$ cat src/rtl/dff_bank_write_arbiter.sv
// rtl/dff_bank_write_arbiter.sv - round-robin arbiter and write sequencer for a falling-edge storage register
module dff_bank_write_arbiter #(
  parameter int NREQ  = 4,
  parameter int WIDTH = 8
) (
  input  logic                  clock,
  input  logic                  reset,
  input  logic [NREQ-1:0]       req,
  input  logic [NREQ*WIDTH-1:0] wdata,
  input  logic                  clr,
  output logic [NREQ-1:0]       gnt,
  output logic [NREQ-1:0]       ack,
  output logic [WIDTH-1:0]      q,
  output logic                  q_valid,
  output logic                  busy
);

  localparam int LW = (NREQ > 1) ? $clog2(NREQ) : 1;

  typedef enum logic [1:0] {
    IDLE  = 2'd0,
    GRANT = 2'd1,
    ACK   = 2'd2
  } state_t;

  state_t           state;
  logic [LW-1:0]    last;
  logic [LW-1:0]    gsel;
  logic [LW-1:0]    win;
  logic [WIDTH-1:0] wsel;

  // First requester after the last serviced one; later slots are overridden by nearer ones.
  function automatic logic [LW-1:0] pick(input logic [NREQ-1:0] r, input logic [LW-1:0] l);
    logic [LW-1:0] w;
    logic [LW-1:0] idx;
    w = l;
    for (int k = NREQ; k >= 1; k--) begin
      idx = LW'((int'(l) + k) % NREQ);
      if (r[idx]) w = idx;
    end
    return w;
  endfunction

  // Combinational winner for the current pointer and request vector
  always_comb begin
    win = pick(req, last);
  end

  // Write data of the granted requester
  always_comb begin
    wsel = '0;
    for (int i = 0; i < NREQ; i++) begin
      if (gsel == LW'(i)) wsel = wdata[i*WIDTH +: WIDTH];
    end
  end

  // Arbitration FSM and storage register, all updating on the falling edge
  always_ff @(negedge clock or negedge reset) begin
    if (!reset) begin
      state   <= IDLE;
      gnt     <= '0;
      ack     <= '0;
      q       <= '0;
      q_valid <= 1'b0;
      last    <= LW'(NREQ - 1);
      gsel    <= '0;
    end else begin
      // clr clears storage in every state; in GRANT it also blocks the commit below
      if (clr) begin
        q       <= '0;
        q_valid <= 1'b0;
      end
      case (state)
        IDLE: begin
          if (|req) begin
            gnt   <= NREQ'(1) << win;
            gsel  <= win;
            state <= GRANT;
          end
        end
        GRANT: begin
          if (!req[gsel]) begin
            gnt   <= '0;
            state <= IDLE;
          end else if (!clr) begin
            q       <= wsel;
            q_valid <= 1'b1;
            ack     <= gnt;
            gnt     <= '0;
            last    <= gsel;
            state   <= ACK;
          end
        end
        ACK: begin
          ack <= '0;
          if (|req) begin
            gnt   <= NREQ'(1) << win;
            gsel  <= win;
            state <= GRANT;
          end else begin
            state <= IDLE;
          end
        end
        default: begin
          gnt   <= '0;
          ack   <= '0;
          state <= IDLE;
        end
      endcase
    end
  end

  assign busy = (state != IDLE);

endmodule

$ cat config.mk
export PLATFORM = sky130hd
export DESIGN_NAME = dff_bank_write_arbiter
export DESIGN_NICKNAME = d
export VERILOG_FILES = /design/src/rtl/dff_bank_write_arbiter.sv
export SDC_FILE = /design/constraint.sdc
export NUM_CORES = 1
export LEC_CHECK = 0
export CELL_PAD_IN_SITES_DETAIL_PLACEMENT = 1
export CELL_PAD_IN_SITES_GLOBAL_PLACEMENT = 2
export CORE_ASPECT_RATIO = 1.5
export CORE_MARGIN = 1.5
export CORE_UTILIZATION = 22
export DETAILED_ROUTE_END_ITERATION = 8
export PLACE_DENSITY = 0.76
export SLEW_MARGIN = 20
export SYNTH_ARGS = -nofsm -noshare
export SYNTH_HDL_FRONTEND = slang
export SYNTH_SLANG_ARGS = --single-unit
export TNS_END_PERCENT = 50
$ cat constraint.sdc
create_clock -name clock -period 1.49 [get_ports clock]
set_input_delay 0.447 -clock clock [delete_from_list [all_inputs] [get_ports clock]]
set_output_delay 0.447 -clock clock [all_outputs]
set_load 0.005 [all_outputs]
==> run_results.csv, run 1 <==
group,metric,value,unit
worst_setup_path,cp-start-kind,"flop",
pwr,p_seq_frac,0.287,
cells_and_area,nets,227,
worst_setup_path,path_delay_family,"flip-flops",
synth,synth_area,0.001225,mm^2
routing,route.antenna.remaining_nets,0,
die,die_h,94.39,um
cells_and_area,instances_no_fill,257,
grt,grt_overflow,0,
cells_and_area,num_antenna_cells,0,
pwr,p_comb_frac,0.610,
grt,grt_max_degree,13,
routing,wl_per_cell,16.12,um
synth,synth_top_area_share,0.4290,
pwr,peakVddDrop,0.5137,mV
pwr,power.total,4004,uW
cells_and_area,area_growth,83.15,%
pwr,powerDensity,1785,mW/mm^2
pwr,leakage,0.001193,uW
worst_setup_path,max_stage_delay,350,ps
pwr,switching_share,0.3513,
worst_setup_path,crit_arrival,1730,ps
pwr,internal-power,2598,uW
synth,syn_nets,136,
worst_setup_path,worstPathMaxFanout,2,
worst_setup_path,critPathKind,"flop to output port",
synth,netlist_instances,97,
synth,synth.avg_cell_area,12.63,um^2
outcome,status,"complete, but fails checks",
grt,grt.total_usage,0.1434,
routing,drt_iter0_markers,22,
cells_and_area,final_cell_mix,"buf_2, buf_4, dfrtn_1",
synth,synth_area_leaders,"dfrtn_1, mux4_2, mux2i_1",
synth,synth_seq_cells,23,
pwr,netSwitchingPower,1407,uW
routing,drcViolationCount,0,
cts,numCtsBuffers,3,
cts,cts_buffer_depth,2,
worst_setup_path,cp-end-kind,"output port",
cts,cts_root_buffer,"clkbuf_8",
cells_and_area,n_fill_cell,611,
grt,grt_pass1_wl,6.575,mm
worst_setup_path,required,1040,ps
sta,rsz0062_at_grt,"yes",
placed_design,place_area,0.002131,mm^2
die,core_area,0.005409,mm^2
placed_design,numPortBuffers,56,
hold_path,min_path_type,"flop to flop",
die,dieArea,0.006034,mm^2
placed_design,dp.final_hpwl,3.333,mm
job,drv_cap,0,
grt,grt_pass1_vias,1362,
grt,antenna_found_initial,0,
placed_design,gp_congestion,0.7579,
synth,yosys.area.top_type,"dfrtn_1",
outcome,violations,"setup timing",
cts,clkTransAtPathRegs,60,ps
routing,drt_wl_total,4.142,mm
sta,max_slew_margin,0.6926,
synth,ys.warnings.count,0,
worst_setup_path,cp_num_buf_inv,1,
cells_and_area,fin_area,0.002243,mm^2
sta,setup_ws,-690.4,ps
pwr,clock_power_share,0.103,
die,die_width,63.93,um
cells_and_area,final_common_cell,"buf_2",
cts,clock_sinks,23,
worst_setup_path,cp_cell_sequence,"or2_4 > buf_6",
cts,clkLatencyLatePin,330,ps
routing,firstDrtPassIters,3,
routing,viasPerCell,4.560,
cells_and_area,drive_above_1_share,0.5455,
die,placementRows,33,
die,floorplan.initialDensity,0.2265,
cts,cts_hold_buffers,0,
synth,synth_cell_types,31,
sta,finalSetupViolations,41,
cts,tritoncts,"yes",
synth,yosysSeqAreaShare,0.4719,
cts,cts_htree_levels,1,
die,ios,57,
sta,worst_pin_slew,455.1,ps
routing,via_count,1172,
sta,maxSlewViolCount,0,
sta,fin_skew,61.46,ps
placed_design,dp_cells,242,
worst_setup_path,crit_path_top_delay_cell,"dfrtn_1",
sta,hold_viol,0,
-- sequential cells by signal (all words and copies together) (netlist names) --
name	cells
gsel	2
q	8
q_valid	1
last	2
ack	4
gnt	4
state	2
-- synth_stat cells --
library cell and instances:
a21o_1 2, a21oi_1 2, a221o_1 1, a221oi_1 1, a22o_1 4, a32o_1 4
a41oi_1 1, and2_1 1, buf_2 1, buf_4 2, clkbuf_1 2, dfrtn_1 21
dfstp_2 2, inv_1 3, mux2_1 2, mux2_2 1, mux2i_1 10, mux4_2 8
nand2_1 2, nand2b_1 1, nand3b_1 1, nor2_1 14, nor2b_1 3, o21ai_0 1
o21ba_2 1, o22ai_2 1, o2bb2ai_1 1, o31a_1 1, o31ai_1 1, or2_2 1
or3b_1 1
-- cells by family (layout without fill, tap and decap cells) --
family,count (synthesis),in the layout,share of synthesized area
buf+inv,8,98,0.03166
simple gates,24,24,0.09297
compound gates,21,21,0.1471
flops,23,23,0.4719
mux,21,21,0.2564
-- final cells by class --
| type | count | area (um^2) | area share |
|---|---|---|---|
| Clock buffer | 4 | 45.04 | 0.02008 |
| Clock inverter | 2 | 7.507 | 0.003346 |
| Inverter | 2 | 7.507 | 0.003346 |
| Multi-Input combinational cell | 66 | 726.9 | 0.3240 |
| Sequential cell | 23 | 578.1 | 0.2577 |
| Tap cell | 70 | 87.58 | 0.03904 |
| Timing Repair Buffer | 90 | 790.8 | 0.3525 |
-- metal layers --
metal | global-route usage | up-vias | wire length [um]
met3 | 0.02503 | 2 | 163
met5 | 0 | - | 0
li1 | - | 550 | -
met4 | 0.03261 | 0 | 18
met2 | 0.2960 | 36 | 2545
met1 | 0.1438 | 584 | 1414
-- power by group through the flow --
stage                     clock network [uW]  logic (uW)  registers [uW]
final                                    412        2440            1150
after global routing                     455        2650            1180
after CTS                                422        2410            1160
after detailed placement                12.6        2340            1170
after global placement                  12.6        2280            1160
after floorplan                         12.6        1140            1170
-- what timing repair did --
item | CTS | global route
resized for setup | 146 | 34
setup endpoints to repair | 41 | 41
endpoints found under the hold margin | 0 | 0
setup buffers | 7 | 4
pin swaps | 8 | 11
-- worst min-delay path: stages (launching register included) --
cell and delay, ps:
dfrtn_1 420, nor2_1 50, nor2_1 70
-- stage by stage --
step | worst slack (ps) | TNS, ps | hold WS, ps | utilization
floorplan | -649.0 | -14220 | 450.0 | -
global placement | -1263 | -42460 | 452.7 | 0.3939
detailed placement | -1313 | -44380 | 454.2 | 0.3939
CTS | -688.1 | -20820 | 458.5 | 0.4074
global route | -718.9 | -20660 | 469.8 | 0.4148
finish | -690.4 | -19310 | 457.0 | 0.4148
-- final timing paths --
path	start	to	slack, ps	cells after the start
max	state[1]$_DFFE_NN0P_	busy	-690	2
min	q_valid$_DFF_NN0_	q_valid$_DFF_NN0_	460	2
max reg2reg	state[0]$_DFFE_NN0P_	q[2]$_DFF_NN0_	-330	7
min reg2reg	q_valid$_DFF_NN0_	q_valid$_DFF_NN0_	460	2
max in group asynchronous	reset	ack[2]$_DFFE_NN0P_	90	3
min in group asynchronous	reset	gsel[0]$_DFFE_NN0P_	1130	2
No activity file was read; power rests on OpenSTA's default activity.
==> run 2, diff against run 1 <==
- ABC_AREA: unset -> 0
==> results of run 2 <==
No change in the layout: final DEF, timing and power equal those of run 1.
